===== config.mk =====
export PLATFORM = sky130hd
export DESIGN_NAME = mem_port_arbiter_flat
export DESIGN_NICKNAME = d
export VERILOG_FILES = /design/src/rtl/mem_port_arbiter_if.sv /design/src/rtl/mem_port_arbiter.sv /design/src/flat_wrapper.sv
export SDC_FILE = /design/constraint.sdc
export NUM_CORES = 1
export LEC_CHECK = 0
export BUFFER_PORTS_ARGS = -buffer_cell sky130_fd_sc_hd__clkbuf_2
export CAP_MARGIN = 10
export CORE_AREA = 2 2 101 103
export DETAILED_ROUTE_END_ITERATION = 12
export DIE_AREA = 0 0 103 105
export SLEW_MARGIN = 20
export SYNTH_ARGS = -nofsm -noshare
export SYNTH_HDL_FRONTEND = slang
export SYNTH_SLANG_ARGS = --single-unit

===== constraint.sdc =====
create_clock -name clk -period 4.4 [get_ports clk]
set_input_delay 0.44 -clock clk [delete_from_list [all_inputs] [get_ports clk]]
set_output_delay 0.44 -clock clk [all_outputs]
set_load 0.01 [all_outputs]

===== src/rtl/mem_port_arbiter_if.sv =====
// Bundles the core, OCD and RAM-side signals of the data RAM port arbiter.
// slave is the arbiter's view; master is the requester/RAM side.
interface mem_port_arbiter_if #(
   parameter int ADDR_WIDTH = 16,
   parameter int DATA_WIDTH = 32
);
   localparam int BE_WIDTH = DATA_WIDTH / 8;

   // core load/store/fetch port
   logic                  core_req;
   logic [ADDR_WIDTH-1:0] core_addr;
   logic [BE_WIDTH-1:0]   core_we;
   logic [DATA_WIDTH-1:0] core_wdata;
   logic                  core_gnt;
   logic                  core_rvalid;
   logic [DATA_WIDTH-1:0] core_rdata;

   // on-chip debugger port
   logic                  ocd_req;
   logic                  ocd_lock;
   logic [ADDR_WIDTH-1:0] ocd_addr;
   logic                  ocd_we;
   logic [DATA_WIDTH-1:0] ocd_wdata;
   logic                  ocd_gnt;
   logic                  ocd_rvalid;
   logic [DATA_WIDTH-1:0] ocd_rdata;

   // RAM side
   logic [ADDR_WIDTH-1:0] mem_addr;
   logic [BE_WIDTH-1:0]   mem_write_en;
   logic [DATA_WIDTH-1:0] mem_write_data;
   logic [DATA_WIDTH-1:0] mem_read_data;

   modport slave (
      input  core_req, core_addr, core_we, core_wdata,
      output core_gnt, core_rvalid, core_rdata,
      input  ocd_req, ocd_lock, ocd_addr, ocd_we, ocd_wdata,
      output ocd_gnt, ocd_rvalid, ocd_rdata,
      output mem_addr, mem_write_en, mem_write_data,
      input  mem_read_data
   );

   modport master (
      output core_req, core_addr, core_we, core_wdata,
      input  core_gnt, core_rvalid, core_rdata,
      output ocd_req, ocd_lock, ocd_addr, ocd_we, ocd_wdata,
      input  ocd_gnt, ocd_rvalid, ocd_rdata,
      input  mem_addr, mem_write_en, mem_write_data,
      output mem_read_data
   );
endinterface


===== src/rtl/mem_port_arbiter.sv =====
// Shares the single-port data RAM between the core and the on-chip debugger.
// Core has fixed priority; a starvation counter forces an OCD grant after
// OCD_MAX_WAIT refusals, and OCD may lock the port for burst transfers.
module mem_port_arbiter #(
   parameter int ADDR_WIDTH   = 16,
   parameter int DATA_WIDTH   = 32,
   parameter int OCD_MAX_WAIT = 8
) (
   input logic               clk,
   input logic               reset_n,
   input logic               sync_reset,
   mem_port_arbiter_if.slave bus
);
   localparam int         BE_WIDTH = DATA_WIDTH / 8;
   localparam logic [7:0] WAIT_MAX = 8'(OCD_MAX_WAIT - 1);

   typedef enum logic [1:0] {
      CORE_PRI,
      OCD_FORCE,
      OCD_LOCK
   } arb_state_t;

   arb_state_t            state;
   logic                  arb_en;
   logic [7:0]            wait_cnt;
   logic                  rvalid_core;
   logic                  rvalid_ocd;
   logic [ADDR_WIDTH-1:0] addr_hold;

   logic                  ocd_first;
   logic                  core_win;
   logic                  ocd_win;
   logic                  grant_ok;
   logic                  core_gnt;
   logic                  ocd_gnt;
   logic [ADDR_WIDTH-1:0] mem_addr_c;
   logic [BE_WIDTH-1:0]   mem_we_c;
   logic [DATA_WIDTH-1:0] mem_wdata_c;

   // Pick a winner for this cycle; grants are combinational, zero latency.
   // A lock only outranks the core while OCD keeps both lock and request up,
   // so the cycle lock drops falls back to normal core priority.
   always_comb begin
      ocd_first = (state == OCD_FORCE) || ((state == OCD_LOCK) && bus.ocd_lock);
      core_win  = bus.core_req && !(ocd_first && bus.ocd_req);
      ocd_win   = bus.ocd_req && !core_win;
      grant_ok  = arb_en && !sync_reset;
      core_gnt  = grant_ok && core_win;
      ocd_gnt   = grant_ok && ocd_win;
   end

   // Route the granted requester to the RAM; park the address when idle.
   always_comb begin
      mem_addr_c  = addr_hold;
      mem_we_c    = '0;
      mem_wdata_c = '0;
      if (core_gnt) begin
         mem_addr_c  = bus.core_addr;
         mem_we_c    = bus.core_we;
         mem_wdata_c = bus.core_wdata;
      end else if (ocd_gnt) begin
         mem_addr_c  = bus.ocd_addr;
         mem_we_c    = {BE_WIDTH{bus.ocd_we}};
         mem_wdata_c = bus.ocd_wdata;
      end
   end

   // Arbiter state, starvation counter, read-valid pipeline and address hold.
   always_ff @(posedge clk or negedge reset_n) begin
      if (!reset_n) begin
         arb_en      <= 1'b0;
         state       <= CORE_PRI;
         wait_cnt    <= '0;
         rvalid_core <= 1'b0;
         rvalid_ocd  <= 1'b0;
         addr_hold   <= '0;
      end else if (sync_reset) begin
         arb_en      <= 1'b0;
         state       <= CORE_PRI;
         wait_cnt    <= '0;
         rvalid_core <= 1'b0;
         rvalid_ocd  <= 1'b0;
         addr_hold   <= '0;
      end else begin
         arb_en      <= 1'b1;
         rvalid_core <= core_gnt && (bus.core_we == '0);
         rvalid_ocd  <= ocd_gnt && !bus.ocd_we;

         if (core_gnt || ocd_gnt) begin
            addr_hold <= mem_addr_c;
         end

         if (!bus.ocd_req || ocd_gnt) begin
            wait_cnt <= '0;
         end else if (wait_cnt != WAIT_MAX) begin
            wait_cnt <= wait_cnt + 8'd1;
         end

         // Starvation is checked before the lock fallback so a refused OCD
         // that has waited long enough is forced even out of OCD_LOCK.
         if (!bus.ocd_req) begin
            state <= CORE_PRI;
         end else if (ocd_gnt) begin
            state <= bus.ocd_lock ? OCD_LOCK : CORE_PRI;
         end else if (wait_cnt == WAIT_MAX) begin
            state <= OCD_FORCE;
         end else if (state == OCD_LOCK) begin
            state <= CORE_PRI;
         end
      end
   end

   assign bus.core_gnt       = core_gnt;
   assign bus.ocd_gnt        = ocd_gnt;
   assign bus.core_rvalid    = rvalid_core && !sync_reset;
   assign bus.ocd_rvalid     = rvalid_ocd && !sync_reset;
   assign bus.core_rdata     = bus.mem_read_data;
   assign bus.ocd_rdata      = bus.mem_read_data;
   assign bus.mem_addr       = mem_addr_c;
   assign bus.mem_write_en   = mem_we_c;
   assign bus.mem_write_data = mem_wdata_c;
endmodule

===== src/flat_wrapper.sv =====
// flat-port wrapper written by rule: the top's interface ports become plain ports
module mem_port_arbiter_flat 
#(
   parameter int ADDR_WIDTH   = 16,
   parameter int DATA_WIDTH   = 32,
   parameter int OCD_MAX_WAIT = 8
)
  (clk, reset_n, sync_reset, bus_core_req, bus_core_addr, bus_core_we, bus_core_wdata, bus_core_gnt, bus_core_rvalid, bus_core_rdata, bus_ocd_req, bus_ocd_lock, bus_ocd_addr, bus_ocd_we, bus_ocd_wdata, bus_ocd_gnt, bus_ocd_rvalid, bus_ocd_rdata, bus_mem_addr, bus_mem_write_en, bus_mem_write_data, bus_mem_read_data);
  mem_port_arbiter_if #(.ADDR_WIDTH(ADDR_WIDTH), .DATA_WIDTH(DATA_WIDTH)) bus_i ();
  input logic clk;
  input logic reset_n;
  input logic sync_reset;
  input wire logic [$bits(bus_i.core_req)-1:0] bus_core_req;
  input wire logic [$bits(bus_i.core_addr)-1:0] bus_core_addr;
  input wire logic [$bits(bus_i.core_we)-1:0] bus_core_we;
  input wire logic [$bits(bus_i.core_wdata)-1:0] bus_core_wdata;
  output wire logic [$bits(bus_i.core_gnt)-1:0] bus_core_gnt;
  output wire logic [$bits(bus_i.core_rvalid)-1:0] bus_core_rvalid;
  output wire logic [$bits(bus_i.core_rdata)-1:0] bus_core_rdata;
  input wire logic [$bits(bus_i.ocd_req)-1:0] bus_ocd_req;
  input wire logic [$bits(bus_i.ocd_lock)-1:0] bus_ocd_lock;
  input wire logic [$bits(bus_i.ocd_addr)-1:0] bus_ocd_addr;
  input wire logic [$bits(bus_i.ocd_we)-1:0] bus_ocd_we;
  input wire logic [$bits(bus_i.ocd_wdata)-1:0] bus_ocd_wdata;
  output wire logic [$bits(bus_i.ocd_gnt)-1:0] bus_ocd_gnt;
  output wire logic [$bits(bus_i.ocd_rvalid)-1:0] bus_ocd_rvalid;
  output wire logic [$bits(bus_i.ocd_rdata)-1:0] bus_ocd_rdata;
  output wire logic [$bits(bus_i.mem_addr)-1:0] bus_mem_addr;
  output wire logic [$bits(bus_i.mem_write_en)-1:0] bus_mem_write_en;
  output wire logic [$bits(bus_i.mem_write_data)-1:0] bus_mem_write_data;
  input wire logic [$bits(bus_i.mem_read_data)-1:0] bus_mem_read_data;
  assign bus_i.core_req = bus_core_req;
  assign bus_i.core_addr = bus_core_addr;
  assign bus_i.core_we = bus_core_we;
  assign bus_i.core_wdata = bus_core_wdata;
  assign bus_core_gnt = bus_i.core_gnt;
  assign bus_core_rvalid = bus_i.core_rvalid;
  assign bus_core_rdata = bus_i.core_rdata;
  assign bus_i.ocd_req = bus_ocd_req;
  assign bus_i.ocd_lock = bus_ocd_lock;
  assign bus_i.ocd_addr = bus_ocd_addr;
  assign bus_i.ocd_we = bus_ocd_we;
  assign bus_i.ocd_wdata = bus_ocd_wdata;
  assign bus_ocd_gnt = bus_i.ocd_gnt;
  assign bus_ocd_rvalid = bus_i.ocd_rvalid;
  assign bus_ocd_rdata = bus_i.ocd_rdata;
  assign bus_mem_addr = bus_i.mem_addr;
  assign bus_mem_write_en = bus_i.mem_write_en;
  assign bus_mem_write_data = bus_i.mem_write_data;
  assign bus_i.mem_read_data = bus_mem_read_data;
  mem_port_arbiter #(.ADDR_WIDTH(ADDR_WIDTH), .DATA_WIDTH(DATA_WIDTH), .OCD_MAX_WAIT(OCD_MAX_WAIT)) u_core (.clk(clk), .reset_n(reset_n), .sync_reset(sync_reset), .bus(bus_i));
endmodule

After elaboration in Yosys (flattened, before gate mapping)
Cells that the tools add are included.
{"block": "classes", "n_addsub": 1, "n_mux": 20, "reduce_logical": 22, "n_eq_ne": 5}
{"operator": "$mux W16", "count": 4}
{"operator": "$mux W32", "count": 2}
{"operator": "$mux W8", "count": 3}
{"operator": "$mux W2", "count": 6}
{"operator": "$logic_and A1 B1 Y1", "count": 11}
{"operator": "$add A8 B1 Y8 const B", "count": 1}
{"operator": "$eq A8 B3 Y1 const B", "count": 1}
{"operator": "$mux W4", "count": 2}
{"operator": "$ne A8 B3 Y1 const B", "count": 1}
{"operator": "$logic_not A1 Y1", "count": 5}
{"operator": "$ne A5 B2 Y1 const B", "count": 1}
{"operator": "$logic_not A4 Y1", "count": 1}
{"operator": "$logic_or A1 B1 Y1", "count": 3}
{"operator": "$mux W1", "count": 3}
{"operator": "$reduce_bool A3 Y1", "count": 1}
{"operator": "$eq A2 B1 Y1 const B", "count": 1}
{"operator": "$eq A2 B2 Y1 const B", "count": 1}
{"operator": "$reduce_bool A2 Y1", "count": 1}
{"block": "word_totals", "elab_cells": 54, "reg_bits": 29, "inputBits": 139}

Logic depth before layout (Yosys ltp)
Gate-level depths: netlist of the first run.
{"block": "depth", "word_depth": 13, "depth_mapped": 7}

Worst setup path before layout of the first run
Ideal clock, no wire load.
{"block": "synth_timing", "path_kind": "input to output", "from": "input port bus_ocd_lock", "to": "output port bus_mem_addr[10]", "arrival_ns": 1.788, "required_time_ns": 3.960, "path_buffers": 2, "path_slack_ns": 2.172, "cell_stages": 6, "cell_sequence": "and3b_1 o311a_1 buf_6 buf_6 mux2_4 mux2_2"}
{"block": "synth_between", "elab_chain_len": 10, "word_cells_on_any_way": 11, "cone_classes": "2 x mux; 9 x reduce/logical"}
{"element": "from (decl)", "line": "flat_wrapper.sv:21", "rtl": "input wire logic [$bits(bus_i.ocd_lock)-1:0] bus_ocd_lock;"}
{"element": "$logic_and A1 B1 Y1 (*)", "line": "mem_port_arbiter.sv:44", "rtl": "ocd_first = (state == OCD_FORCE) || ((state == OCD_LOCK) && bus.ocd_lock);"}
{"element": "$logic_or A1 B1 Y1 (*)", "line": "mem_port_arbiter.sv:44"}
{"element": "$logic_and A1 B1 Y1 (*)", "line": "mem_port_arbiter.sv:45", "rtl": "core_win = bus.core_req && !(ocd_first && bus.ocd_req);"}
{"element": "$logic_not A1 Y1 (*)", "line": "mem_port_arbiter.sv:45"}
{"element": "$logic_and A1 B1 Y1 (*)", "line": "mem_port_arbiter.sv:45"}
{"element": "$logic_not A1 Y1", "line": "mem_port_arbiter.sv:46", "rtl": "ocd_win = bus.ocd_req && !core_win;"}
{"element": "$logic_and A1 B1 Y1", "line": "mem_port_arbiter.sv:46"}
{"element": "$logic_and A1 B1 Y1", "line": "mem_port_arbiter.sv:49", "rtl": "ocd_gnt = grant_ok && ocd_win;"}
{"element": "$mux W16", "line": "mem_port_arbiter.sv:61", "rtl": "end else if (ocd_gnt) begin"}
{"element": "$mux W16 (*)", "line": "mem_port_arbiter.sv:57", "rtl": "if (core_gnt) begin"}
{"element": "to (decl)", "line": "flat_wrapper.sv:28", "rtl": "output wire logic [$bits(bus_i.mem_addr)-1:0] bus_mem_addr;"}
Every way passes the cells marked *; elsewhere a longest branch is shown, timed or not.

Final worst setup path of the first run
{"block": "layout_timing", "from": "register u_core.state[0]", "to": "output port bus_mem_addr[2]"}
{"block": "layout_between", "elab_chain_len": 11, "word_cells_on_any_way": 13, "cone_classes": "2 x eq/ne; 2 x mux; 9 x reduce/logical"}
{"element": "from (decl)", "line": "mem_port_arbiter.sv:23", "rtl": "arb_state_t state;"}
{"element": "from (signal assigned)", "line": "mem_port_arbiter.sv:104", "rtl": "state <= bus.ocd_lock ? OCD_LOCK : CORE_PRI;"}
{"element": "$eq A2 B2 Y1", "line": "mem_port_arbiter.sv:44"}
{"element": "$logic_and A1 B1 Y1", "line": "mem_port_arbiter.sv:44"}
{"element": "$logic_or A1 B1 Y1 (*)", "line": "mem_port_arbiter.sv:44"}
{"element": "$logic_and A1 B1 Y1 (*)", "line": "mem_port_arbiter.sv:45"}
{"element": "$logic_not A1 Y1 (*)", "line": "mem_port_arbiter.sv:45"}
{"element": "$logic_and A1 B1 Y1 (*)", "line": "mem_port_arbiter.sv:45"}
{"element": "$logic_not A1 Y1", "line": "mem_port_arbiter.sv:46"}
{"element": "$logic_and A1 B1 Y1", "line": "mem_port_arbiter.sv:46"}
{"element": "$logic_and A1 B1 Y1", "line": "mem_port_arbiter.sv:49"}
{"element": "$mux W16", "line": "mem_port_arbiter.sv:61"}
{"element": "$mux W16 (*)", "line": "mem_port_arbiter.sv:57"}
Marks and branches as above.

==> results of run 1 <==
flip-flops by register name, summed over array words and instances, names as in the netlist:
register,count
u_core.rvalid_ocd,1
u_core.state,2
u_core.rvalid_core,1
u_core.wait_cnt,8
u_core.addr_hold,16
u_core.arb_en,1
worst register-to-register path: cells and delay by family, from the launching register on:
family          cells  cell delay (ps)
compound gates      3             1040
buf+inv             1              360
flops               1              380
simple gates        1              200
final timing paths:
check,depth (start not counted),slack [ps],to,startpoint
worst max-delay path,6,1200,bus_mem_addr[2],u_core.state[0]
worst min register to register,2,540,u_core.state[0],u_core.state[0]
max in group asynchronous,1,3680,u_core.wait_cnt[7],reset_n
worst max register to register,5,2300,u_core.addr_hold[2],u_core.state[1]
min in group clk,2,380,u_core.addr_hold[0],bus_core_addr[0]
worst min-delay path,1,240,u_core.addr_hold[7],reset_n
area by class of cell:
| type | count | area (sq um) | area share, % |
|---|---|---|---|
| diodes | 1 | 2.50 | 0.0806 |
| clock buffers | 7 | 86.3 | 2.78 |
| inverters | 3 | 11.3 | 0.363 |
| multi-input cells | 149 | 1270 | 41.0 |
| flip-flops and latches | 29 | 726 | 23.4 |
| well taps | 133 | 166 | 5.36 |
| repair buffers | 166 | 841 | 27.1 |
logic make-up (layout without fill, tap and decap cells):
| group | count (synthesis) | in the layout |
|---|---|---|
| AO/OA/AOI/OAI | 74 | 74 |
| XOR/XNOR | 5 | 5 |
| adder cells (fa/ha/maj) | 1 | 1 |
| buffers and inverters | 84 | 176 |
| flip-flops | 29 | 29 |
| multiplexers | 33 | 33 |
| other | 0 | 1 |
| AND/OR/NAND/NOR | 36 | 36 |
power groups by stage:
stage | registers [uW] | clock network (uW) | logic, uW
finish | 284 | 221 | 189
global route | 285 | 241 | 207
CTS | 284 | 229 | 191
detailed placement | 289 | 0 | 191
global placement | 289 | 0 | 188
floorplan | 287 | 0 | 154
cells in the mapped netlist, types with 2 or more instances:
cell | count | area (sq um)
dfrtp_1 | 29 | 726
o31ai_1 | 2 | 15.0
xor2_1 | 2 | 17.5
nand2_1 | 5 | 18.8
nor2_1 | 13 | 48.8
mux2_4 | 12 | 180
buf_4 | 64 | 480
clkbuf_1 | 12 | 45.0
nor2b_1 | 5 | 31.3
nand3_1 | 4 | 20.0
inv_1 | 3 | 11.3
xnor2_1 | 3 | 26.3
nor3_1 | 2 | 10.0
mux2_2 | 20 | 225
buf_2 | 2 | 10.0
a22o_1 | 52 | 455
buf_6 | 3 | 33.8
a21o_1 | 16 | 120
metrics by stage:
step	instance area [sq um]	utilization, %
global placement	3020	31.3
floorplan	2580	-
detailed placement	3020	31.3
CTS	3100	32.2
finish	3110	32.2
global route	3100	32.2
metal layers:
metal,up-vias,share of wire (%),global-route usage [%]
met2,133,46,23.7
met4,2,1.5,3.85
met1,1043,41,18.5
li1,1069,-,-
met5,-,0.15,0
met3,13,11,5.95
==> run metrics, run 1 <==
Cells after Synth 262; CP delay by family, top compound AO/OA/AOI/OAI gates; antenna violations before repair 2; final worst-path cycle share 72.7%; Core Area 0.00964 sq mm; clk sink count 29; CP Capture Type output port; post-synthesis xor/xnor area fraction 1.70%; status finished clean; CP Launch Type flip-flop; Internal 504 uW; fillcell total 1057; final non-filler cell total 488; Worst slew margin 31.2%; Starting Density 26.7%; Mapped Area 0.00258 sq mm; Area Growth Syn to Fin 20.5%; vias per inst 4.63; switching power 190 uW; post-synthesis sequential area ratio 28.2%; min-delay worst type input port to async pin; All-Layer GR Usage 14.9%; flops & latches, synth 29; CTS Buf Count 5; Post-Place Cells 480; I/O Buffers 162; VDD IR-drop max 185 uV; Critical Path AT 2760 ps; Place WS 1430 ps; Max clock buf depth 2; first-pass GRT wire length 12200 um; Synth Area in Compound Gates 24.0%; Mean Syn Cell Area 9.83 sq um; DR DRC count 0; Critical Path Most Common Cell mux2_2; sequential share of power 41.0%; Switching Fraction 27.3%; share of cells above drive strength 1 58.5%; Tot Pwr 693 uW; Setup-failing EPs final 0; Hold Slack 238 ps; I/O pin cnt 259; WL/cell 17.4 um; worst-path maximum fanout 28; Primary FF master, synth dfrtp_1; Die Y 105 um; final setup TNS 0 ps; most frequent cells in the layout 162 x clkbuf_2, 52 x a22o_1, 29 x dfrtp_1; vias in the first global route 2192; initial drt markers 114; CP max stage delay 650 ps; number of cells upsized or downsized after cts 0; number of max-cap violations 0; Cell Rows 36; Worst Path Required 3960 ps; Synth async-reset ratio 100%; clk root buf clkbuf_8; DRT Pass-1 Iters 4; Final WS setup 1200 ps; Adder-Cell Fraction of Synth Area 0.486%; vias 2260; critical path type flip-flop to output port; post-route ant nets 0; Post-synth EDFFs 0; Die X 103 um; Buf+Inv Stages, Crit Path 2; # hold bufs at CTS 0; Worst-path clk slew 60 ps; maximum clock rate 313 MHz; endpoints failing hold 0; number of synthesis warnings 0; net count after synthesis 402; Setup Fix Bufs, Post-CTS 0; Placer Congestion 0.861; Leakage 0.00178 uW; multiplexer share of the synthesized area 16.1%; largest family of logic cells by synthesized area compound AO/OA/AOI/OAI gates; worst-skew pair later-pin latency 270 ps; Clock Power Share 31.8%; Clock H-tree levels 2; CTS tree built; worst path cell trace and3b_1, o311a_2, buf_4, mux2_2, mux2_2, clkbuf_2; drt total wl 8500 um; Final nets 494; combinational fraction of design power 27.2%; die area 0.0108 sq mm; simple logic cell fraction of the synthesized area 6.99%; RSZ-0062 raised after global routing no; Final Skew 4.20 ps; critical-path cell with the highest stage delay o311a_2; Distinct cells, synth 31; Worst-Margin Slew 1030 ps; P per Cell Area 223 mW/mm^2; hpwl dp 7060 um; total gr overflow 0; most common cell after layout, fill and taps aside clkbuf_2; Pins Over Slew Limit 0; pin count of the biggest net entering global routing 53; minimum clock period 3200 ps
(Power assumes the default switching activity.)
==> run 2: changes to the inputs <==
ABC_AREA = 1   (was default)
PLACE_DENSITY = 0.66   (was default)
clock period = 2.8 ns   (was 4.4 ns; I/O delays follow)
==> run 2 against run 1 <==
Net effect: total power up 59%; area after synthesis up 2.9%; first-iteration DRC count unchanged; global-route usage down 1.2 points; worst hold slack worse by 200 ps; core utilization up 0.60 points; routed wire length down 12%; clock power up 70%; highest routed layer is now met4.
==> run metrics, run 2 <==
vias per inst 4.16; Core Area 0.00964 sq mm; RSZ-0062 raised after global routing no; Top Registers u_core.addr_hold: 16 flops, u_core.wait_cnt: 8 flops, u_core.state: 2 flops; die area 0.0108 sq mm; number of synthesis warnings 0; Adder-Cell Fraction of Synth Area 0.472%; Post-synth top cells 145 x nand2_1, 67 x buf_4, 45 x inv_1, 29 x dfrtp_1, 27 x nand3_1; critical path type flip-flop to output port; vias 2634; vias in the first global route 2443; area of the multi-input gates 0.00115 sq mm; combinational fraction of design power 26.0%; VDD IR-drop max 154 uV; Pins Over Slew Limit 0; critical-path cell with the highest stage delay dfrtp_1; maximum clock rate 408 MHz; synth top area cells dfrtp_1 27%, nand2_1 21%, buf_4 19%; post-route ant nets 0; min-delay worst type input port to async pin; clk root buf clkbuf_8; Yosys top cell area share 27.4%; Final nets 639; Hold Slack 42.6 ps; number of max-cap violations 0; Final Skew 6.01 ps; CP Capture Type output port; CTS tree built; Die X 103 um; Area Growth Syn to Fin 19.4%; Critical Path AT 2170 ps; Tot Pwr 1110 uW; top-count cell post-synth nand2_1; endpoints failing hold 0; P per Cell Area 350 mW/mm^2; DR DRC count 0; total gr overflow 0; drt total wl 7500 um; share of cells above drive strength 1 41.2%; Synth Area in Compound Gates 2.08%; Max clock buf depth 2; multiplexer share of the synthesized area 0%; Starting Density 27.5%; Yosys top cell by area dfrtp_1; number of cells upsized or downsized after cts 0; antenna violations before repair 0; final instance area 0.00316 sq mm; largest family of logic cells by synthesized area simple AND/OR/NAND/NOR gates; Worst Path Required 2520 ps; initial drt markers 114; worst-path maximum fanout 35; I/O pin cnt 259; fillcell total 1091; Distinct cells, synth 27; simple logic cell fraction of the synthesized area 40.3%; Clock Power Share 34.0%; Clock H-tree levels 2; I/O Buffers 162; Switching Fraction 29.3%; Die Y 105 um; pin count of the biggest net entering global routing 52; worst reg-to-reg path cell count 8; All-Layer GR Usage 13.7%; post-synthesis xor/xnor area fraction 0.661%; final setup TNS 0 ps; minimum clock period 2450 ps; Internal 782 uW; Setup-failing EPs final 0; Synth async-reset ratio 100%; Mapped Area 0.00265 sq mm; Worst-Margin Slew 851 ps; status finished clean; final worst-path cycle share 87.5%; most common cell after layout, fill and taps aside clkbuf_2; Leakage 0.00203 uW; post-synthesis sequential area ratio 27.4%; Mean Syn Cell Area 6.51 sq um; first-pass GRT wire length 11600 um; clk sink count 29; flop2flop setup slack 960 ps; CTS Buf Count 5; Seq. cell area 726 sq um; Worst slew margin 43.2%; ANT cells 0; worst-skew pair later-pin latency 280 ps; most frequent cells in the layout 162 x clkbuf_2, 145 x nand2_1, 45 x inv_1; worst path cell trace inv_1, nor2_4, nand2_4, clkinv_1, buf_4, nand2_1, o21ai_0, clkbuf_2; Primary FF master, synth dfrtp_1; Placer Congestion 0.813; CP Launch Type flip-flop; flops & latches, synth 29; # hold bufs at CTS 0; net count after synthesis 547; Worst-path clk slew 60 ps; Placed Area 0.00306 sq mm; max reg flops 16; Cells after Synth 407; Cell Rows 36; WL/cell 11.8 um; sequential share of power 40.0%; Largest Register u_core.addr_hold; DRT Pass-1 Iters 6; hpwl dp 6130 um; CP max stage delay 360 ps; Setup Fix Bufs, Post-CTS 0; Post-synth EDFFs 0; switching power 324 uW
[run 2: cell count changes in the layout (fill, tap and decap cells not counted), sizes merged, moves of 3 or more]
cell   change
xnor2      -3
nand3     +32
nor2b      -5
a21o      -16
o21ai      +4
a21oi      +3
nand4      +3
nor2      +13
a22o      -52
mux2      -32
nand2    +160
inv       +44
[run 2: path summary, 6_finish.rpt]
check,from,endpoint
worst min register to register,u_core.wait_cnt[7],u_core.wait_cnt[7]
worst max-delay path,u_core.arb_en,bus_mem_write_en[0]
min in group clk,bus_core_we[3],u_core.rvalid_core
worst max register to register,u_core.state[0],u_core.addr_hold[0]
worst min-delay path,reset_n,u_core.wait_cnt[3]
max in group asynchronous,reset_n,u_core.state[0]
[run 2: critical path: cells and delay by family, from the launching register on]
family | cells | cell delay, ps
buffers and inverters | 4 | 630
flip-flops | 1 | 360
AND/OR/NAND/NOR | 3 | 760
AO/OA/AOI/OAI | 1 | 110
[run 2: kinds of logic after synthesis]
family / Yosys count
fa+ha+maj: 1
xor+xnor: 2
flops: 29
simple gates: 237
buf+inv: 128
compound gates: 10
[run 2: cell type report]
class / instances / area share [%]
clock buffers: 7 / 3.05
well taps: 133 / 5.26
inverters: 48 / 5.78
multi-input cells: 250 / 36.5
flip-flops and latches: 29 / 22.9
repair buffers: 165 / 26.3
clock inverters: 1 / 0.158
[run 2: metal layers]
metal	vias up	GRT usage (%)	wire length, um
met4	0	4.23	160
met1	1144	17.2	3180
li1	1343	-	-
met3	24	5.55	674
met5	-	0	0
met2	123	21.3	3480
[run 2: per-stage QoR]
step | instances | util (%) | worst slack (ps)
3_5_place_dp | 625 | 31.8 | 519
3_3_place_gp | 625 | 31.8 | 573
6_report | 633 | 32.8 | 349
5_1_grt | 633 | 32.8 | 58.2
4_1_cts | 633 | 32.8 | 323
2_1_floorplan | 407 | - | 1210
[run 2: power by group through the flow]
stage | sequential, uW | combinational [uW] | clock [uW]
finish | 442 | 288 | 376
floorplan | 448 | 239 | 0
global route | 443 | 324 | 418
global placement | 449 | 289 | 0
CTS | 442 | 293 | 388
detailed placement | 449 | 292 | 0
==> run 3: changes to the inputs <==
RECOVER_POWER = 25   (was default)
SKIP_CTS_REPAIR_TIMING = 1   (was default)
==> run 3 against run 2 <==
Net effect: via count unchanged; core utilization about the same; first-iteration DRC count unchanged; cell area about the same; sequential power about the same; clock-buffer cell count unchanged; combinational power about the same; global-route usage unchanged; sequential cell count unchanged; routed wire length about the same; critical path type unchanged.
==> run metrics, run 3 (synthesis gave the netlist of run 2 again) <==
most frequent cells in the layout 161 x clkbuf_2, 145 x nand2_1, 45 x inv_1; Clock H-tree levels 2; die area 0.0108 sq mm; critical path type flip-flop to output port; DRT Pass-1 Iters 6; DR DRC count 0; Place WS 519 ps; Final WS setup 349 ps; Critical Path AT 2170 ps; endpoints failing hold 0; hpwl dp 6130 um; maximum clock rate 408 MHz; ANT cells 0; worst-skew pair later-pin latency 280 ps; status finished clean; VDD IR-drop max 154 uV; P per Cell Area 350 mW/mm^2; Seq. cell area 726 sq um; clk sink count 29; Tot Pwr 1110 uW; Die X 103 um; Starting Density 27.5%; Final nets 639; Pins Over Slew Limit 0; share of cells above drive strength 1 41.0%; CP Launch Type flip-flop; vias per inst 4.16; pin count of the biggest net entering global routing 52; final setup TNS 0 ps; Die Y 105 um; Final Skew 6.01 ps; Placer Congestion 0.813; Leakage 0.00202 uW; Top Registers u_core.addr_hold: 16 flops, u_core.wait_cnt: 8 flops, u_core.state: 2 flops; Worst slew margin 43.2%; max reg flops 16; post-route ant nets 0; Area Growth Syn to Fin 19.3%; most common cell after layout, fill and taps aside clkbuf_2; min-delay worst type input port to async pin; Core Area 0.00964 sq mm; Worst-path clk slew 60 ps; I/O Buffers 162; RSZ-0062 raised after global routing no; CP Capture Type output port; total gr overflow 0; worst-path maximum fanout 35; drt total wl 7500 um; minimum clock period 2450 ps; Max clock buf depth 2; CTS tree built; All-Layer GR Usage 13.7%; Setup-failing EPs final 0; antenna violations before repair 0; Worst Path Required 2520 ps; clk root buf clkbuf_8; final worst-path cycle share 87.5%; initial drt markers 114; Worst-Margin Slew 851 ps; number of max-cap violations 0; vias 2634; fillcell total 1092; vias in the first global route 2443; Cell Rows 36; WL/cell 11.8 um; Largest Register u_core.addr_hold; I/O pin cnt 259; area of the multi-input gates 0.00115 sq mm; CTS Buf Count 5; first-pass GRT wire length 11600 um
[run 3: cell count changes in the layout (fill, tap and decap cells not counted)]
cell,before,now
clkbuf_2,162,161
clkbuf_1,0,1
[run 3: cell type report]
| cell class | instances | area share (%) |
|---|---|---|
| inverters | 48 | 5.78 |
| clock buffers | 7 | 3.05 |
| multi-input cells | 250 | 36.5 |
| flip-flops and latches | 29 | 23.0 |
| well taps | 133 | 5.26 |
| clock inverters | 1 | 0.158 |
| repair buffers | 165 | 26.3 |
[run 3: worst paths after layout]
path,from,endpoint,slack (ps),cells past startpoint
max in group asynchronous,reset_n,u_core.state[0],2310,1
hold / removal,reset_n,u_core.wait_cnt[3],40,1
setup / recovery,u_core.arb_en,bus_mem_write_en[0],350,8
setup reg to reg,u_core.state[0],u_core.addr_hold[0],960,8
min in group clk,bus_core_we[3],u_core.rvalid_core,180,2
hold reg to reg,u_core.wait_cnt[7],u_core.wait_cnt[7],550,3
[run 3: per-layer routing]
metal | routed length [um] | global-route usage [%] | vias to the layer above | part of all wire [%]
met5 | 0 | 0 | - | 0
met4 | 160 | 4.23 | 0 | 2.1
met3 | 674 | 5.55 | 24 | 9.0
met2 | 3480 | 21.3 | 123 | 46
met1 | 3190 | 17.2 | 1144 | 42
li1 | - | - | 1343 | -
[run 3: report_power, final]
group,internal (uW),switching [uW]
Combinational,124,163
Clock,222,155
Sequential,436,6.22
[run 3: per-stage QoR]
| stage | hold WS, ps | area, sq um | instances | utilization [%] |
|---|---|---|---|---|
| final | 42.6 | 3160 | 633 | 32.8 |
| after global routing | 84.7 | 3160 | 633 | 32.8 |
| after CTS | 59.2 | 3160 | 633 | 32.8 |
| after detailed placement | 364 | 3060 | 625 | 31.8 |
| after global placement | 367 | 3060 | 625 | 31.8 |
| after floorplan | -15.6 | 2650 | 407 | - |
[run 3: worst max-delay path, stage by stage (launching register included)]
cell and delay [ps]:
dfrtp_1 360, inv_1 70, nor2_4 350, nand2_4 250, clkinv_1 90, buf_4 320
nand2_1 160, o21ai_0 110, clkbuf_2 150
